===== src/rtl/ac97_wb_fifo.sv =====
// rtl/ac97_wb_fifo.sv - AC97 DMA Wishbone slave bridging record/playback FIFOs.
// Optional AC97_FIFO_ZERO_FILL_EN: empty playback reads ack with zero data and set sticky underrun.
module ac97_wb_fifo #(
  parameter int DEPTH_LOG2       = 4,
  parameter int RAM_WB_ADR_WIDTH = 32
) (
  input  logic                        clk_i,
  input  logic                        rst_i,
  input  logic [31:0]                 dat_i,
  output logic [31:0]                 dat_o,
  input  logic [RAM_WB_ADR_WIDTH-1:0] adr_i,
  input  logic                        we_i,
  input  logic                        cyc_i,
  input  logic                        stb_i,
  input  logic [2:0]                  cti_i,
  output logic                        ack_o,
  output logic [31:0]                 rec_dout,
  input  logic                        rec_rd,
  output logic                        rec_empty,
  input  logic [31:0]                 play_din,
  input  logic                        play_wr,
  output logic                        play_full,
  output logic [DEPTH_LOG2:0]         rec_level,
  output logic [DEPTH_LOG2:0]         play_level,
  output logic                        underrun
);

  localparam int DEPTH = 1 << DEPTH_LOG2;
  localparam int PW    = DEPTH_LOG2 + 1;

  logic [31:0]   rec_mem  [DEPTH];
  logic [31:0]   play_mem [DEPTH];
  logic [PW-1:0] rec_wp_q, rec_rp_q, play_wp_q, play_rp_q;
  logic [PW-1:0] rec_wp_d, rec_rp_d, play_wp_d, play_rp_d;
  logic          ack_q, ack_d, inhibit_q, inhibit_d;
  logic [31:0]   dat_q, dat_d;
  logic          req, wb_wr, wb_rd, zero_rd, rec_pop, play_push;
  logic          rec_full, play_empty;
  logic          unused_adr;

  assign unused_adr = ^adr_i;

  assign rec_level  = rec_wp_q - rec_rp_q;
  assign play_level = play_wp_q - play_rp_q;
  assign rec_full   = (rec_level == PW'(DEPTH));
  assign rec_empty  = (rec_level == '0);
  assign play_full  = (play_level == PW'(DEPTH));
  assign play_empty = (play_level == '0);
  assign rec_dout   = rec_mem[rec_rp_q[DEPTH_LOG2-1:0]];
  assign ack_o      = ack_q;
  assign dat_o      = dat_q;

  always_comb begin
    // A classic ack blocks acceptance for the cycle in which it is visible.
    req       = cyc_i & stb_i & ~inhibit_q;
    wb_wr     = req & we_i & ~rec_full;
    wb_rd     = req & ~we_i & ~play_empty;
`ifdef AC97_FIFO_ZERO_FILL_EN
    zero_rd   = req & ~we_i & play_empty;
`else
    zero_rd   = 1'b0;
`endif
    rec_pop   = rec_rd & ~rec_empty;
    play_push = play_wr & ~play_full;
    ack_d     = wb_wr | wb_rd | zero_rd;
    inhibit_d = ack_d & (cti_i != 3'b010);
    dat_d     = dat_q;
    if (wb_rd)
      dat_d = play_mem[play_rp_q[DEPTH_LOG2-1:0]];
    else if (zero_rd)
      dat_d = 32'h0;
    rec_wp_d  = rec_wp_q + PW'(wb_wr);
    rec_rp_d  = rec_rp_q + PW'(rec_pop);
    play_wp_d = play_wp_q + PW'(play_push);
    play_rp_d = play_rp_q + PW'(wb_rd);
  end

  always_ff @(posedge clk_i or posedge rst_i) begin
    if (rst_i) begin
      rec_wp_q  <= '0;
      rec_rp_q  <= '0;
      play_wp_q <= '0;
      play_rp_q <= '0;
      ack_q     <= 1'b0;
      inhibit_q <= 1'b0;
      dat_q     <= 32'h0;
    end else begin
      rec_wp_q  <= rec_wp_d;
      rec_rp_q  <= rec_rp_d;
      play_wp_q <= play_wp_d;
      play_rp_q <= play_rp_d;
      ack_q     <= ack_d;
      inhibit_q <= inhibit_d;
      dat_q     <= dat_d;
    end
  end

  always_ff @(posedge clk_i) begin
    if (wb_wr)
      rec_mem[rec_wp_q[DEPTH_LOG2-1:0]] <= dat_i;
    if (play_push)
      play_mem[play_wp_q[DEPTH_LOG2-1:0]] <= play_din;
  end

`ifdef AC97_FIFO_ZERO_FILL_EN
  logic underrun_q;
  always_ff @(posedge clk_i or posedge rst_i) begin
    if (rst_i)
      underrun_q <= 1'b0;
    else if (zero_rd)
      underrun_q <= 1'b1;
  end
  assign underrun = underrun_q;
`else
  assign underrun = 1'b0;
`endif

endmodule


===== config.mk =====
export PLATFORM = sky130hd
export DESIGN_NAME = ac97_wb_fifo
export DESIGN_NICKNAME = d
export VERILOG_FILES = /design/src/rtl/ac97_wb_fifo.sv
export SDC_FILE = /design/constraint.sdc
export NUM_CORES = 1
export LEC_CHECK = 0
export ABC_AREA = 1
export CAP_MARGIN = 20
export CORE_MARGIN = 2
export CORE_UTILIZATION = 61
export CTS_CLUSTER_SIZE = 12
export DETAILED_ROUTE_END_ITERATION = 8
export PLACE_DENSITY = 0.79
export SYNTH_ARGS = -nofsm -noshare
export SYNTH_HDL_FRONTEND = slang
export SYNTH_SLANG_ARGS = --single-unit

===== constraint.sdc =====
create_clock -name clk_i -period 14.7 [get_ports clk_i]
set_input_delay 1.47 -clock clk_i [delete_from_list [all_inputs] [get_ports clk_i]]
set_output_delay 1.47 -clock clk_i [all_outputs]
set_load 0.02 [all_outputs]

==> run_results.csv <==
group,metric,value,unit
placed_design,port_buffers,150,
timing,relSlewSlack,20.3,%
timing,min_period,6.35,ns
yosys,yosys-top-cells-area,"sky130_fd_sc_hd__edfxtp_1, sky130_fd_sc_hd__nor2_1, sky130_fd_sc_hd__o21ai_0",
timing,fmaxAchievable,158,MHz
clocking,cts_num_sinks,1078,
layout,highest_count_cells_in_the_layout_ignoring_fill_and_taps,"sky130_fd_sc_hd__edfxtp_1, sky130_fd_sc_hd__nor2_1, sky130_fd_sc_hd__nand2_1",
floorplanning,fp.dieArea,73100,sq um
power,switchingPower,3.57,mW
layout,final_common_cell,"sky130_fd_sc_hd__edfxtp_1",
floorplanning,die-height,270,um
yosys,postSynth.topFlopCell,"sky130_fd_sc_hd__edfxtp_1",
yosys,post_synth_num_cell_types,34,
layout,ratio_of_cells_with_drive_above_1_in_the_final_layout,6.41,%
global_routing,largest_net_degree_at_the_start_of_global_routing,152,
setup_path,critical_path.startpoint_type,"register",
drt,routed_length_per_instance,21.9,um
yosys,synthXorXnorAreaFrac,0.344,%
setup_path,path_class,"reg -> out",
floorplanning,start_util,61.7,%
power,power_report.internal_total,6.13,mW
floorplanning,std_cell_rows,97,
timing,unrepaired_setup_endpoints_after_global_routing,"no",
yosys,main_combinational_cell_family_by_area_after_synthesis,"simple AND/OR/NAND/NOR gates",
yosys,synth-seq-cells,1078,
drt,number_of_vias_per_cell_after_detailed_routing,5.93,
drt,routed_wirelength,102,mm
timing,timing_hold_violations_final,0,
placed_design,post-dp-hpwl,52.0,mm
yosys,synth_top_area_share,71.0,%
clocking,numCtsBuffers,104,
power,ir_worst_vdd,0.165,mV
drt,drc,0,
setup_path,end_kind,"output pin",
power,power_frac_comb,35.6,%
setup_path,worstPathMaxFanout,105,
power,power_switching_share,36.8,%
placed_design,place_area,45600,sq um
yosys,ys_seq_area_share,74.2,%
clocking,ctsResizeCount,0,
global_routing,grt_antenna_before_repair,8,
yosys,synthesis.instances,3541,
yosys,synthSimpleGateAreaFrac,13.4,%
yosys,synth_area,43300,sq um
yosys,synth_adder_area_share,0.555,%
yosys,multiplexer_share_of_the_synthesized_area,0,%
yosys,synth_area_leader_cell,"sky130_fd_sc_hd__edfxtp_1",
job,maxCapViolCount,0,
global_routing,grt_first_pass_wirelength,154,mm
clocking,post_cts_repair_timing_setup_buffer_count,0,
yosys,synth.yosys.warnings,0,
yosys,syn_nets,3665,
drt,detail-route-antenna-nets,0,
global_routing,grt-ovfl-total,0,
layout,postLayoutCellArea,48700,sq um
power,power_density,199,nW/um^2
floorplanning,core,70100,sq um
timing,final.setup.tns,0,ns
yosys,synth.avg_cell_area,12.2,sq um
power,power_leakage,16.8,nW
clocking,worst_setup_hold_path_clk_slew,0.06,ns
clocking,htree_levels,3,
global_routing,grt_pass1_vias,26688,
drt,dr.pass1.iters,6,
timing,timing.clock.skew,0.0410,ns
floorplanning,ios,184,
timing,slew_viols_final,0,
drt,drt-initial-drc-count,3156,
drt,route.vias.total,27698,
clocking,worstSkewPairLatency,0.67,ns
timing,finalCritPeriodShare,43.2,%
timing,tightest_slew,1.19,ns
status,outcome,"complete, no violations",
hold_path,timing.hold.worst.class,"reg -> reg",
clocking,ctsLongestPathBuffers,3,
global_routing,gr-usage-all-layers,27.7,%
placed_design,gp_congestion,0.804,
yosys,synth_compound_area_share,8.06,%
timing,fin_hold_ws,0.476,ns
power,power.sequential.fraction,39.3,%
setup_path,worst-endpoint-required,13.23,ns
yosys,synth_edf_count,1024,
layout,syn_to_final_growth,12.5,%
clocking,postCtsHoldBufs,0,
setup_path,cp_data_arrival_time,4.88,ns
yosys,synthArstFlopShare,5.01,%
timing,setup-violations-final,0,
floorplanning,chip_width,270,um
layout,fin_nets,3779,
clocking,cts_tree,"done",
power,pwr-share-clk,25.1,%
clocking,clock_tree.root_cell,"sky130_fd_sc_hd__clkbuf_16",
stage by stage:
step	setup slack [ns]	instances	total power, mW	utilization (%)
after global routing	8.11	4671	10.2	69.4
after detailed placement	9.12	4488	7.28	65.0
after global placement	9.20	4486	7.17	65.0
after CTS	8.41	4667	9.71	69.4
final	8.35	4672	9.70	69.4
after floorplan	9.85	3541	6.15	-
power groups by stage:
stage	logic, mW	registers [mW]	clock network (mW)
2_1_floorplan	2.34	3.81	0
5_1_grt	3.81	3.83	2.58
3_5_place_dp	3.41	3.87	0
3_3_place_gp	3.32	3.86	0
4_1_cts	3.44	3.81	2.46
6_report	3.46	3.81	2.44
state kept, by name, indices dropped and copies added (netlist names):
register	cells
ack_o	1
play_wp_q	5
play_mem	512
rec_mem	512
inhibit_q	1
rec_rp_q	5
dat_o	32
rec_wp_q	5
play_rp_q	5
Yosys cell counts (all sizes together), types with 8 or more instances:
library cell	n
dfrtp	54
o22ai	64
o211ai	64
inv	102
ha	16
nor3	17
xor2	9
edfxtp	1024
nor2	833
clkbuf	96
o21ai	513
buf	113
xnor2	8
nand3	171
nand2	442
final cells by class:
class	instances	area, sq um
diodes	4	10.0
well taps	940	1180
flip-flops and latches	1078	32100
clock buffers	165	2910
inverters	103	398
multi-input cells	2151	9890
repair buffers	217	2030
fillers	4686	21500
clock inverters	14	150
kinds of logic (layout without fill, tap and decap cells):
logic type,count (synthesis),in the layout
xor gates and xnor gates,17,17
buffers and inverters,312,499
AOI/OAI and AO/OA,647,647
and+or+nand+nor,1468,1468
adders and majority gates,18,18
DFF,1078,1078
other,1,5
worst paths after layout:
path / start / endpoint / slack, ns / cells past startpoint
setup / recovery: rec_rp_q[0]$_DFF_PP0_ / rec_dout[2] / 8.35 / 7
hold / removal: dat_o[14]$_DFFE_PP0P_ / dat_o[14]$_DFFE_PP0P_ / 0.48 / 2
setup reg to reg: rec_rp_q[1]$_DFF_PP0_ / rec_mem[13][26]$_DFFE_PP_ / 9.56 / 11
hold reg to reg: dat_o[14]$_DFFE_PP0P_ / dat_o[14]$_DFFE_PP0P_ / 0.48 / 2
max in group asynchronous: rst_i / rec_rp_q[0]$_DFF_PP0_ / 12.66 / 3
min in group asynchronous: rst_i / dat_o[20]$_DFFE_PP0P_ / 1.37 / 3
layer usage:
layer	share of wire (%)	GRT usage [%]	wire, um	vias to the layer above
met2	51	48.3	52600	1332
met1	37	34.8	37400	13392
met4	3.7	11.1	3830	8
met3	8.2	4.29	8420	278
li1	-	-	-	12688
met5	0.052	0	53	-
worst max-delay path, cell delays in order (launching register included):
cell and delay [ns]:
sky130_fd_sc_hd__dfrtp_4 0.89, sky130_fd_sc_hd__buf_4 0.85, sky130_fd_sc_hd__buf_4 0.94, sky130_fd_sc_hd__o21ai_0 0.29, sky130_fd_sc_hd__o211ai_1 0.28, sky130_fd_sc_hd__nand3_1 0.10
sky130_fd_sc_hd__nand3_1 0.19, sky130_fd_sc_hd__clkdlybuf4s50_1 0.64
No activity file was read; power rests on OpenSTA's default activity.
==> variant, RTL diff (config.mk and constraints unchanged) <==
`dat_q` no longer has a reset.
--- a/src/rtl/ac97_wb_fifo.sv
+++ b/src/rtl/ac97_wb_fifo.sv
@@ -83,7 +83,6 @@
       play_rp_q <= '0;
       ack_q     <= 1'b0;
       inhibit_q <= 1'b0;
-      dat_q     <= 32'h0;
     end else begin
       rec_wp_q  <= rec_wp_d;
       rec_rp_q  <= rec_rp_d;
@@ -91,8 +90,11 @@
       play_rp_q <= play_rp_d;
       ack_q     <= ack_d;
       inhibit_q <= inhibit_d;
-      dat_q     <= dat_d;
     end
+  end
+
+  always_ff @(posedge clk_i) begin
+    dat_q <= dat_d;
   end
 
   always_ff @(posedge clk_i) begin
Behaviour: differs if rst_i is asserted again (counterexample within 4 cycles, from zero or initial values and one cycle with rst_i high); with rst_i held inactive, the same outputs for 4 cycles.
==> variant against the original RTL <==
Via count down 3.9%; sequential cell count unchanged; total power down 3.7%; area after synthesis down 2.4%; largest power group unchanged; clock power down 2%; wire length down 3.3%; final area down 2.3%; worst setup slack worse by 350 ps; first-iteration DRC count up 0.25%; highest routed layer unchanged; register-to-register slack better by 1200 ps.
==> variant: results (changes against the original RTL) <==
timing:
  slew_headroom_pct: 28.8  # was 20.3%
  skew_ps: 19.1  # was 41.0 ps
  fin_worst_hold_slack_ps: 558  # was 476 ps
  post-route-min-period_ps: 6700  # was 6350 ps
critical_path:
  slowest_stage: "dfrtp_4"  # was buf_4
  max_stage_delay_ps: 810  # was 940 ps
  crit_arrival_ps: 5230  # was 4880 ps
  r2r_setup_slack_ps: 10780  # was 9560 ps
  cp_max_fo: 98  # was 105
  r2r_start: "play_rp_q[2]$_DFF_PP0_"  # was rec_rp_q[1]$_DFF_PP0_
place:
  placed_area_sq_mm: 0.0445  # was 0.0456 sq mm
  post-place-cells: 4076  # was 4,488
  gp_congestion: 0.788  # was 0.804
  dp_hpwl_microns: 49700  # was 52,000 microns
synth:
  synth.area.top_cells: "edfxtp_1 (75%), nor2_1 (6.0%), o21ai_0 (5.5%)"  # was edfxtp_1 (71%), nor2_1 (7.2%), o21ai_0 (4.6%)
  synthAdderAreaFrac_pct: 0.569  # was 0.555%
  yosys.cell_types.count: 30  # was 34
  synth-edff-count: 1056  # was 1,024
  ys_warn_count: 0  # unchanged
  synthXorXnorAreaFrac_pct: 0.332  # was 0.344%
  ys_async_sr_fraction_pct: 2.04  # was 5.01%
  netlist_instances: 3142  # was 3,541
  synth_mux_area_share_pct: 0  # unchanged
  syn-num-nets: 3266  # was 3,665
  synth_compound_area_share_pct: 10.3  # was 8.06%
  ys_seq_area_share_pct: 76.4  # was 74.2%
route:
  wl_per_cell_microns: 23.3  # was 21.9 microns
  drtIter0Drc: 3164  # was 3,156
  viasPerCell: 6.26  # was 5.93
  finalWirelength_microns: 98900  # was 102,000 microns
power_and_ir_drop:
  ir_drop_uv: 116  # was 165 uV
  switchingPower_mw: 3.35  # was 3.57 mW
  p_leak_nw: 15.3  # was 16.8 nW
final_layout:
  layout.nets: 3378  # was 3,779
  drive_gt1_share_pct: 6.76  # was 6.41%
clock_tree:
  h-tree-depth: 3  # unchanged
  post_cts_buffers: 0  # unchanged
  cts_buffers: 105  # was 104
  cts_resized: 0  # unchanged
  clk_pin_slew_worst_paths_ps: 60  # about the same
global_routing:
  grt_antenna_before_repair: 8  # unchanged
  grt_max_degree: 162  # was 152
  grt_pass1_vias: 26100  # was 26,700
  grt_usage_pct: 27.4  # was 27.7%
status:
  status: "finished clean"  # unchanged
worst_hold_path:
  min_from: "play_rp_q[4]$_DFF_PP0_"  # was dat_o[14]$_DFFE_PP0P_
[variant: cell count changes after synthesis, moves of 64 or more]
cell,change
nand2_1,-258
o22ai_1,+64
nor2_1,-159
o21ai_1,-67
inv_1,-64
o21ai_0,+67
o211ai_1,+64
[variant: final timing paths]
path | cells after the start | to
max reg2reg | 15 | play_rp_q[4]$_DFF_PP0_
max | 8 | rec_dout[11]
min reg2reg | 1 | play_rp_q[4]$_DFF_PP0_
max in group asynchronous | 2 | play_rp_q[1]$_DFF_PP0_
min | 1 | play_rp_q[4]$_DFF_PP0_
min in group asynchronous | 2 | ack_o$_DFF_PP0_
[variant: cell families (layout without fill, tap and decap cells)]
family                   after synthesis  in the layout
buffers and inverters                242            414
AO/OA/AOI/OAI                        774            774
XOR/XNOR                              16             16
flip-flops                          1078           1078
AND/OR/NAND/NOR                     1013           1013
adder cells (fa/ha/maj)               18             18
other                                  1              6
[variant: final cells by class]
type	instances	area, sq um
Multi-Input combinational cell	1822	8980
Inverter	39	156
Tap cell	931	1160
Timing Repair Buffer	208	1990
Sequential cell	1078	32300
Fill cell	4285	21000
Clock buffer	144	2850
Clock inverter	23	155
Antenna cell	5	12.5
[variant: critical path: cells and delay by family, from the launching register on]
kind | cells | cell delay (ps)
compound gates | 2 | 470
simple gates | 2 | 260
buf+inv | 4 | 2860
flops | 1 | 810
[variant: power by group through the flow]
stage,registers [mW],logic (mW),clock network (mW)
4_1_cts,3.83,3.10,2.42
5_1_grt,3.86,3.40,2.53
2_1_floorplan,3.78,2.13,0
3_3_place_gp,3.87,2.91,0
6_report,3.83,3.12,2.40
3_5_place_dp,3.89,3.06,0
[variant: routing by layer]
layer	global-route usage, %	wire length [microns]
met1	33.8	35400
met2	48.0	51400
met3	4.79	8290
met4	11.6	3670
met5	0	57
